[src/rtl/nebula_trap_ctrl_if.sv]
// Trap sequencer bus: commit-stage requests, CSR inputs, pipeline and fetch handshakes.
interface nebula_trap_ctrl_if #(
   parameter int XLEN = 64
);
   logic            exc_valid;
   logic [4:0]      exc_code;
   logic [XLEN-1:0] exc_pc;
   logic [XLEN-1:0] exc_tval;
   logic [XLEN-1:0] irq_pc;
   logic [XLEN-1:0] mip;
   logic [XLEN-1:0] mie_en;
   logic            mstatus_mie;
   logic            mret_valid;
   logic [XLEN-1:0] mtvec;
   logic [XLEN-1:0] mepc;
   logic            flush;
   logic            drain_ack;
   logic            trap;
   logic [XLEN-1:0] trap_cause;
   logic [XLEN-1:0] trap_pc;
   logic [XLEN-1:0] trap_value;
   logic            mret_strobe;
   logic            redirect_valid;
   logic [XLEN-1:0] redirect_pc;
   logic            redirect_ready;
   logic            busy;

   // core/CSR side: raises requests, consumes strobes and redirects
   modport master (
      output exc_valid, exc_code, exc_pc, exc_tval, irq_pc, mip, mie_en, mstatus_mie,
             mret_valid, mtvec, mepc, drain_ack, redirect_ready,
      input  flush, trap, trap_cause, trap_pc, trap_value, mret_strobe,
             redirect_valid, redirect_pc, busy
   );

   // trap controller side
   modport slave (
      input  exc_valid, exc_code, exc_pc, exc_tval, irq_pc, mip, mie_en, mstatus_mie,
             mret_valid, mtvec, mepc, drain_ack, redirect_ready,
      output flush, trap, trap_cause, trap_pc, trap_value, mret_strobe,
             redirect_valid, redirect_pc, busy
   );
endinterface

[src/rtl/nebula_trap_ctrl.sv]
// Trap sequencer: arbitrates exceptions / machine interrupts / MRET, drains the
// pipeline, strobes the CSR file and redirects fetch.
//
// state    | meaning
// IDLE     | arbitrating requests each cycle
// DRAIN    | flush asserted, waiting for drain_ack
// COMMIT   | one-cycle trap strobe to the CSR file
// REDIRECT | redirect_valid held until fetch accepts
module nebula_trap_ctrl #(
   parameter int XLEN    = 64,
   parameter int HART_ID = 0
) (
   input logic             clk,
   input logic             rst,
   nebula_trap_ctrl_if.slave bus
);
   typedef enum logic [1:0] {IDLE, DRAIN, COMMIT, REDIRECT} state_t;

   state_t          state, state_nxt;
   logic            kind_mret;
   logic            lat_irq;
   logic [XLEN-1:0] lat_cause, lat_pc, lat_value;
   logic [XLEN-1:0] cause_q, pc_q, value_q, redirect_pc_q;
   logic            mret_strobe_q;
   logic            irq_mei, irq_msi, irq_mti, irq_hit;
   logic [4:0]      irq_code;
   logic [XLEN-1:0] vec_base, vec_target;

   assign irq_mei = bus.mip[11] & bus.mie_en[11] & bus.mstatus_mie;
   assign irq_msi = bus.mip[3]  & bus.mie_en[3]  & bus.mstatus_mie;
   assign irq_mti = bus.mip[7]  & bus.mie_en[7]  & bus.mstatus_mie;
   assign irq_hit = irq_mei | irq_msi | irq_mti;

   // fixed interrupt priority MEI > MSI > MTI
   always_comb begin
      irq_code = 5'd0;
      if (irq_mei)      irq_code = 5'd11;
      else if (irq_msi) irq_code = 5'd3;
      else if (irq_mti) irq_code = 5'd7;
   end

   // handler address; vectored offset is code*4, the cause MSB drops out of the shift
   assign vec_base   = {bus.mtvec[XLEN-1:2], 2'b00};
   assign vec_target = (bus.mtvec[1:0] == 2'b01 && lat_irq)
                     ? vec_base + {lat_cause[XLEN-3:0], 2'b00} : vec_base;

   // state register
   always_ff @(posedge clk) begin
      if (rst) state <= IDLE;
      else     state <= state_nxt;
   end

   // next-state logic
   always_comb begin
      state_nxt = state;
      case (state)
         IDLE:     if (bus.exc_valid || irq_hit || bus.mret_valid) state_nxt = DRAIN;
         DRAIN:    if (bus.drain_ack) state_nxt = kind_mret ? REDIRECT : COMMIT;
         COMMIT:   state_nxt = REDIRECT;
         REDIRECT: if (bus.redirect_ready) state_nxt = IDLE;
         default:  state_nxt = IDLE;
      endcase
   end

   // request latches, CSR-facing trap registers, redirect target and MRET strobe
   always_ff @(posedge clk) begin
      if (rst) begin
         kind_mret     <= 1'b0;
         lat_irq       <= 1'b0;
         lat_cause     <= '0;
         lat_pc        <= '0;
         lat_value     <= '0;
         cause_q       <= '0;
         pc_q          <= '0;
         value_q       <= '0;
         redirect_pc_q <= '0;
         mret_strobe_q <= 1'b0;
      end else begin
         mret_strobe_q <= 1'b0;
         case (state)
            IDLE: begin
               if (bus.exc_valid) begin
                  kind_mret <= 1'b0;
                  lat_irq   <= 1'b0;
                  lat_cause <= XLEN'(bus.exc_code);
                  lat_pc    <= bus.exc_pc;
                  lat_value <= bus.exc_tval;
               end else if (irq_hit) begin
                  kind_mret <= 1'b0;
                  lat_irq   <= 1'b1;
                  lat_cause <= {1'b1, (XLEN-1)'(irq_code)};
                  lat_pc    <= bus.irq_pc;
                  lat_value <= '0;
               end else if (bus.mret_valid) begin
                  kind_mret <= 1'b1;
               end
            end
            DRAIN: begin
               if (bus.drain_ack) begin
                  if (kind_mret) begin
                     redirect_pc_q <= bus.mepc;
                     mret_strobe_q <= 1'b1;
                  end else begin
                     cause_q <= lat_cause;
                     pc_q    <= lat_pc;
                     value_q <= lat_value;
                  end
               end
            end
            COMMIT:  redirect_pc_q <= vec_target;
            default: ;
         endcase
      end
   end

   // Moore outputs
   always_comb begin
      bus.flush          = (state == DRAIN);
      bus.trap           = (state == COMMIT);
      bus.redirect_valid = (state == REDIRECT);
      bus.busy           = (state != IDLE);
      bus.mret_strobe    = mret_strobe_q;
      bus.trap_cause     = cause_q;
      bus.trap_pc        = pc_q;
      bus.trap_value     = value_q;
      bus.redirect_pc    = redirect_pc_q;
   end

   // strobe exclusivity
   always @(posedge clk) begin
      if (!rst) begin
         assert (!(bus.trap && bus.mret_strobe))
            else $error("hart %0d: trap and mret_strobe together", HART_ID);
         assert (!(bus.flush && bus.redirect_valid))
            else $error("hart %0d: flush and redirect_valid together", HART_ID);
      end
   end
endmodule

[src/flat_wrapper.sv]
// flat-port wrapper written by rule: the top's interface ports become plain ports
module nebula_trap_ctrl_flat 
#(
   parameter int XLEN    = 64,
   parameter int HART_ID = 0
)
  (clk, rst, bus_exc_valid, bus_exc_code, bus_exc_pc, bus_exc_tval, bus_irq_pc, bus_mip, bus_mie_en, bus_mstatus_mie, bus_mret_valid, bus_mtvec, bus_mepc, bus_drain_ack, bus_redirect_ready, bus_flush, bus_trap, bus_trap_cause, bus_trap_pc, bus_trap_value, bus_mret_strobe, bus_redirect_valid, bus_redirect_pc, bus_busy);
  nebula_trap_ctrl_if #(.XLEN(XLEN)) bus_i ();
  input logic clk;
  input logic rst;
  input wire logic [$bits(bus_i.exc_valid)-1:0] bus_exc_valid;
  input wire logic [$bits(bus_i.exc_code)-1:0] bus_exc_code;
  input wire logic [$bits(bus_i.exc_pc)-1:0] bus_exc_pc;
  input wire logic [$bits(bus_i.exc_tval)-1:0] bus_exc_tval;
  input wire logic [$bits(bus_i.irq_pc)-1:0] bus_irq_pc;
  input wire logic [$bits(bus_i.mip)-1:0] bus_mip;
  input wire logic [$bits(bus_i.mie_en)-1:0] bus_mie_en;
  input wire logic [$bits(bus_i.mstatus_mie)-1:0] bus_mstatus_mie;
  input wire logic [$bits(bus_i.mret_valid)-1:0] bus_mret_valid;
  input wire logic [$bits(bus_i.mtvec)-1:0] bus_mtvec;
  input wire logic [$bits(bus_i.mepc)-1:0] bus_mepc;
  input wire logic [$bits(bus_i.drain_ack)-1:0] bus_drain_ack;
  input wire logic [$bits(bus_i.redirect_ready)-1:0] bus_redirect_ready;
  output wire logic [$bits(bus_i.flush)-1:0] bus_flush;
  output wire logic [$bits(bus_i.trap)-1:0] bus_trap;
  output wire logic [$bits(bus_i.trap_cause)-1:0] bus_trap_cause;
  output wire logic [$bits(bus_i.trap_pc)-1:0] bus_trap_pc;
  output wire logic [$bits(bus_i.trap_value)-1:0] bus_trap_value;
  output wire logic [$bits(bus_i.mret_strobe)-1:0] bus_mret_strobe;
  output wire logic [$bits(bus_i.redirect_valid)-1:0] bus_redirect_valid;
  output wire logic [$bits(bus_i.redirect_pc)-1:0] bus_redirect_pc;
  output wire logic [$bits(bus_i.busy)-1:0] bus_busy;
  assign bus_i.exc_valid = bus_exc_valid;
  assign bus_i.exc_code = bus_exc_code;
  assign bus_i.exc_pc = bus_exc_pc;
  assign bus_i.exc_tval = bus_exc_tval;
  assign bus_i.irq_pc = bus_irq_pc;
  assign bus_i.mip = bus_mip;
  assign bus_i.mie_en = bus_mie_en;
  assign bus_i.mstatus_mie = bus_mstatus_mie;
  assign bus_i.mret_valid = bus_mret_valid;
  assign bus_i.mtvec = bus_mtvec;
  assign bus_i.mepc = bus_mepc;
  assign bus_i.drain_ack = bus_drain_ack;
  assign bus_i.redirect_ready = bus_redirect_ready;
  assign bus_flush = bus_i.flush;
  assign bus_trap = bus_i.trap;
  assign bus_trap_cause = bus_i.trap_cause;
  assign bus_trap_pc = bus_i.trap_pc;
  assign bus_trap_value = bus_i.trap_value;
  assign bus_mret_strobe = bus_i.mret_strobe;
  assign bus_redirect_valid = bus_i.redirect_valid;
  assign bus_redirect_pc = bus_i.redirect_pc;
  assign bus_busy = bus_i.busy;
  nebula_trap_ctrl #(.XLEN(XLEN), .HART_ID(HART_ID)) u_core (.clk(clk), .rst(rst), .bus(bus_i));
endmodule
[config.mk]
export PLATFORM = sky130hd
export DESIGN_NAME = nebula_trap_ctrl_flat
export DESIGN_NICKNAME = d
export VERILOG_FILES = /design/src/rtl/nebula_trap_ctrl_if.sv /design/src/rtl/nebula_trap_ctrl.sv /design/src/flat_wrapper.sv
export SDC_FILE = /design/constraint.sdc
export NUM_CORES = 1
export LEC_CHECK = 0
export CELL_PAD_IN_SITES_DETAIL_PLACEMENT = 0
export CELL_PAD_IN_SITES_GLOBAL_PLACEMENT = 1
export CORE_AREA = 3 3 283 285
export CTS_CLUSTER_SIZE = 20
export DETAILED_ROUTE_END_ITERATION = 8
export DIE_AREA = 0 0 286 288
export PLACE_DENSITY_LB_ADDON = 0.1
export SYNTH_ARGS = -nofsm -noshare
export SYNTH_HDL_FRONTEND = slang
export SYNTH_SLANG_ARGS = --single-unit
export TNS_END_PERCENT = 5
[constraint.sdc]
create_clock -name clk -period 6.14 [get_ports clk]
set_clock_uncertainty 0.1 [all_clocks]
set_input_delay 1.228 -clock clk [delete_from_list [all_inputs] [get_ports clk]]
set_output_delay 1.228 -clock clk [all_outputs]
set_load 0.005 [all_outputs]
==> flow_summary.toml, run 1 <==
[timing]
period_share_pct = 62.6
drv_slew = 0
tns_ns = 0
setup_viol = 0
worst_slew_pin_slew_ns = 1.03
rsz0062_at_grt = "no"
max_slew_margin_pct = 31.0
fmax_mhz = 260
hold_viol = 0
period_minus_slack_ns = 3.84

[clocking]
cts_max_level = 2
cts.sinks = 336
tritoncts = "yes"
worstSkewPairLatency_ns = 0.56
ctsHoldBuffers = 0
root_buffer = "clkbuf_16"
clk_pin_slew_worst_paths_ns = 0.06
numCtsBuffers = 44
post_cts_buffers = 0
clock_path_buffers = 3
cts-resized-gates = 0

[routing]
drt-total-wl_um = 65200
avgViaCountPerCell = 4.20
drt_iter0_markers = 667
first_pass_iters = 4
route.antenna.remaining_nets = 0
drc = 0
vias = 13615
post_drt_wl_per_cell_um = 20.1

[grt]
grt_start_max_net_pins = 104
grt_overflow_total = 0
grt_use_met3_pct = 4.74
top_usage_layer = "met2"
grtUsageMet2_pct = 25.3
use_met1_pct = 18.7
grt_use_total_pct = 15.0
grt_pass1_vias = 13435
grt_first_pass_wirelength_um = 93100
antenna_found_initial = 11

[place]
dpl.hpwl_um = 47300
port_buffers = 540
placed_area_mm2 = 0.0207
finalWeightedCongestion = 0.768

[final_layout]
nets = 2633
layout-drive-gt1-share_pct = 6.24
fillCellCount = 8338
final_cell_area_mm2 = 0.0223
syn_to_final_growth_pct = 53.5

[pwr]
comb_power_share_pct = 29.1
p_switching_mw = 2.56
clock_power_share_pct = 34.5
power.internal_mw = 5.21
vdd_drop_max_mv = 0.177
p_per_area_mw_per_mm2 = 349
p_sw_share_pct = 33.0
seqPwrFrac_pct = 36.4
p_leak_nw = 7.97

[logic_synthesis]
synth_flop_cell = "dfxtp_1"
synth_cell_types = 71
yosysWarnings = 0
synth_seq_area_share_pct = 46.4
synth_area_leader_cell = "dfxtp_1"
synth_top_area_share_pct = 46.4
yosys-top-cells-area = "dfxtp_1 46%, nand2_1 8.1%, a21oi_1 6.9%, mux2i_1 4.4%, a22o_1 4.0%"
avgSynthCellArea_um2 = 8.63
syn_area_mm2 = 0.0145
synth_common_cells = "336 x dfxtp_1, 312 x nand2_1, 201 x a21oi_1"
syn-instance-count = 1681
async_reset_ff_share_pct = 0
yosysMostFrequentCell = "dfxtp_1"
synth_seq_cells = 336
synth-edff-count = 0

[die]
initial_utilization_pct = 18.7
die_x_um = 286
core_mm2 = 0.0776
pin_count = 721
die_y_um = 288
rows = 102
dieArea_mm2 = 0.0824

[worst_setup_path]
cp.required_ns = 4.81
r2r_slack_ns = 2.80
startpoint = "u_core.state[0]$_SDFFE_PP0P_"
r2r_start = "u_core.state[0]$_SDFFE_PP0P_"
cp.arrival_ns = 2.52
endpoint_kind = "output pin"
rr_endpoint = "u_core.bus.redirect_pc[63]$_SDFFE_PP0P_"
cp-start-kind = "flop"
reg2reg_depth = 11
path_class = "flop to output pin"
crit_path_max_fanout = 32

[min_path]
hold_path_end = "u_core.bus.trap_pc[46]$_SDFFE_PP0P_"
hp-class = "flop to flop"
hold_depth = 2
hp-start = "u_core.lat_pc[46]$_SDFFE_PP0P_"

[run]
maxCapViolations = 0

[status]
outcome = "completed"
[worst max-delay path by stage]
stage          depth (start not counted)                                      end  slack [ns]
3_5_place_dp                           9  u_core.bus.redirect_pc[40]$_SDFFE_PP0P_        1.65
4_1_cts                                3                                 bus_trap        2.22
5_1_grt                                9  u_core.bus.redirect_pc[40]$_SDFFE_PP0P_        2.13
3_3_place_gp                           9  u_core.bus.redirect_pc[40]$_SDFFE_PP0P_        1.66
6_report                               3                                 bus_trap        2.30
2_1_floorplan                          8  u_core.bus.redirect_pc[14]$_SDFFE_PP0P_        2.85
[cell type report]
class,instances,area (um2),share of cell area [%]
clock buffers,71,1390,6.26
clock inverters,9,115,0.517
multi-input cells,1208,7090,31.8
inverters,14,52.6,0.236
well taps,1040,1300,5.84
repair buffers,559,5580,25.0
flip-flops and latches,336,6730,30.2
diodes,5,12.5,0.0562
[critical path, cell delays in order (launching register included)]
cell	delay [ns]
dfxtp_1	0.34
inv_1	0.11
ha_2	0.76
clkdlybuf4s50_1	0.73
[registers in the layout, indices dropped and copies added (netlist names)]
register,cells
u_core.kind_mret,1
u_core.lat_pc,64
u_core.lat_value,64
u_core.bus.mret_strobe,1
u_core.bus.trap_pc,64
u_core.bus.redirect_pc,64
u_core.bus.trap_cause,6
u_core.state,2
u_core.lat_cause,6
u_core.bus.trap_value,64
[layer usage]
layer  share of wire, %  vias to the layer above  routed length, um
li1                   -                     6771                  -
met1                 43                     6380              27800
met2                 48                      373              31500
met3                7.1                       77               4620
met4                1.8                       14               1190
met5               0.14                        -                 93
[per-stage QoR]
step | instances | utilization [%] | total power [mW] | worst slack (ns) | hold WS (ns)
after CTS | 3237 | 28.7 | 7.96 | 2.22 | 0.347
after detailed placement | 3157 | 26.7 | 5.20 | 1.65 | 0.342
after floorplan | 1738 | - | 4.04 | 2.85 | 0.332
after global placement | 3157 | 26.7 | 5.19 | 1.66 | 0.337
after global routing | 3239 | 28.7 | 8.28 | 2.13 | 0.362
final | 3242 | 28.7 | 7.77 | 2.30 | 0.346
[cells in the final DEF, fill, tap and decap left out, types with 38 or more instances in the layout]
cell             instances
a211oi_1                72
mux2i_1                 64
clkdlybuf4s50_1        538
nor2_1                 114
conb_1                  58
and3_1                  50
clkbuf_16               45
dfxtp_1                336
a21oi_1                201
o22ai_1                 38
nand2_1                312
a22o_1                  66
[kinds of logic (layout without fill, tap and decap cells)]
kind of cell / Yosys count / in the layout / share of synthesized area (%)
AND/OR/NAND/NOR: 588 / 588 / 19.1
AO/OA/AOI/OAI: 432 / 432 / 19.2
flip-flops: 336 / 336 / 46.4
buffers and inverters: 194 / 653 / 6.65
multiplexers: 64 / 64 / 4.42
XOR/XNOR: 56 / 56 / 3.38
adder cells (fa/ha/maj): 10 / 10 / 0.914
other: 1 / 63 / 0.0259
[power by group through the flow]
| stage | sequential [mW] | combinational, mW | clock, mW |
|---|---|---|---|
| floorplan | 2.83 | 1.21 | 0 |
| global placement | 2.87 | 2.32 | 0 |
| CTS | 2.83 | 2.34 | 2.79 |
| detailed placement | 2.88 | 2.33 | 0 |
| finish | 2.83 | 2.26 | 2.68 |
| global route | 2.88 | 2.53 | 2.87 |
Power figures use the tool's default switching activity.
==> run 2, diff against run 1 <==
--- a/config.mk
+++ b/config.mk
@@ -7,10 +7,10 @@
 export LEC_CHECK = 0
 export CELL_PAD_IN_SITES_DETAIL_PLACEMENT = 0
 export CELL_PAD_IN_SITES_GLOBAL_PLACEMENT = 1
-export CORE_AREA = 3 3 283 285
+export CORE_AREA = 3 3 280 282
 export CTS_CLUSTER_SIZE = 20
 export DETAILED_ROUTE_END_ITERATION = 8
-export DIE_AREA = 0 0 286 288
+export DIE_AREA = 0 0 283 285
 export PLACE_DENSITY_LB_ADDON = 0.1
 export SYNTH_ARGS = -nofsm -noshare
 export SYNTH_HDL_FRONTEND = slang
==> constraint.sdc (replaced) <==
create_clock -name clk -period 3.75 [get_ports clk]
set_clock_uncertainty 0.1 [all_clocks]
set_input_delay 0.75 -clock clk [delete_from_list [all_inputs] [get_ports clk]]
set_output_delay 0.75 -clock clk [all_outputs]
set_load 0.005 [all_outputs]
==> run 2 against run 1 <==
Largest cell class unchanged. First-iteration DRC count fell by 13%. Wire length barely moved. Global-route usage rose by 0.39 points. Design area rose by 1.5%. Clock power rose by 67%. Combinational power rose by 72%. Cell count rose by 0.15%. Critical path depth rose by 1. Sequential share of layout area fell by 0.45 points.
==> flow_summary.toml, run 2 (synthesis gave the netlist of run 1 again) <==
[timing]
period_minus_slack_ns = 3.08
rsz0062_at_grt = "no"
tns_ns = 0
worst_slew_pin_slew_ns = 0.789
period_share_pct = 82.0
fmax_mhz = 325
hold_viol = 0
drv_slew = 0
max_slew_margin_pct = 47.2
setup_viol = 0

[final_layout]
nets = 2651
final_cell_area_mm2 = 0.0226
layoutNonFillerInstCount = 3247
final_common_cell = "clkdlybuf4s50_1"
syn_to_final_growth_pct = 55.8
diodes = 0
final_cell_mix = "538 x clkdlybuf4s50_1, 336 x dfxtp_1, 312 x nand2_1, 201 x a21oi_1, 114 x nor2_1"
layout-drive-gt1-share_pct = 7.17

[routing]
post_drt_wl_per_cell_um = 20.1
drt-total-wl_um = 65100
avgViaCountPerCell = 4.25
vias = 13800
drt_iter0_markers = 580
first_pass_iters = 5
drc = 0
route.antenna.remaining_nets = 0

[place]
placed_area_mm2 = 0.0210
finalWeightedCongestion = 0.784
placed_cells = 3164
port_buffers = 540
dpl.hpwl_um = 47800

[status]
outcome = "completed"

[die]
core_mm2 = 0.0759
pin_count = 721
rows = 101
die_y_um = 285
initial_utilization_pct = 19.1
die_x_um = 283
dieArea_mm2 = 0.0807

[worst_setup_path]
cp.arrival_ns = 2.23
cp_cell_sequence = "inv_1 -> ha_2 -> buf_4 -> clkdlybuf4s50_1"
cpMaxStageDelayCell = "clkdlybuf4s50_1"
endpoint_kind = "output pin"
cp-start-kind = "flop"
critical_path_buf_inv_count = 3
cp.required_ns = 2.90
path_delay_family = "buffers and inverters"
r2r_slack_ns = 1.05
slowest_delay_ns = 0.60
path_class = "flop to output pin"
crit_path_max_fanout = 31

[min_path]
hp-class = "flop to flop"

[grt]
grt_pass1_vias = 13880
grt_overflow_total = 0
grt_start_max_net_pins = 136
grt_first_pass_wirelength_um = 94800
antenna_found_initial = 6
grt_use_total_pct = 15.4

[clocking]
tritoncts = "yes"
cts-resized-gates = 0
worstSkewPairLatency_ns = 0.57
ctsHoldBuffers = 0
numCtsBuffers = 45
cts_max_level = 2
post_cts_buffers = 0
cts.sinks = 336
root_buffer = "clkbuf_16"
clock_path_buffers = 3
clk_pin_slew_worst_paths_ns = 0.06

[run]
maxCapViolations = 0

[pwr]
vdd_drop_max_mv = 0.346
p_leak_nw = 8.15
p_per_area_mw_per_mm2 = 575
[run 2: final cells by class]
type	instances	area, um2
Fill cell	8103	53300
Multi-Input combinational cell	1208	7090
Sequential cell	336	6730
Timing Repair Buffer	576	5880
Clock buffer	68	1370
Tap cell	1030	1290
Clock inverter	15	196
Inverter	14	52.6
[run 2: report_power, final]
group,switching [mW],internal [mW]
Combinational,2.16,1.73
Sequential,0.374,4.26
Clock,1.73,2.74
Total,4.26,8.73
[run 2: stage by stage]
step | hold WS, ns | total power, mW | util, % | worst slack [ns]
final | 0.348 | 13.0 | 29.8 | 0.674
after floorplan | 0.332 | 6.61 | - | 0.938
after CTS | 0.348 | 13.3 | 29.8 | 0.591
after detailed placement | 0.342 | 8.70 | 27.7 | 0.141
after global placement | 0.336 | 8.66 | 27.7 | 0.122
after global routing | 0.363 | 13.8 | 29.8 | 0.496
[run 2: worst min-delay path: cells and delay by family (launching register included)]
family	cells	cell delay, ns
compound gates	1	0.05
flops	1	0.30
simple gates	1	0.05
[run 2: path summary, 6_finish.rpt]
| check | start | end | cells after the start |
|---|---|---|---|
| min | u_core.lat_value[16]$_SDFFE_PP0P_ | u_core.bus.trap_value[16]$_SDFFE_PP0P_ | 2 |
| min reg2reg | u_core.lat_value[16]$_SDFFE_PP0P_ | u_core.bus.trap_value[16]$_SDFFE_PP0P_ | 2 |
| max | u_core.state[0]$_SDFFE_PP0P_ | bus_trap | 4 |
| max reg2reg | u_core.lat_cause[0]$_SDFFE_PP0P_ | u_core.bus.redirect_pc[40]$_SDFFE_PP0P_ | 8 |
[run 2: routing by layer]
metal / track usage [%] / part of all wire (%) / vias to the layer above
met5: 0 / 0.11 / -
met4: 3.24 / 1.4 / 12
met3: 4.54 / 6.7 / 67
met2: 26.7 / 49 / 401
met1: 19.0 / 43 / 6516
li1: - / - / 6804
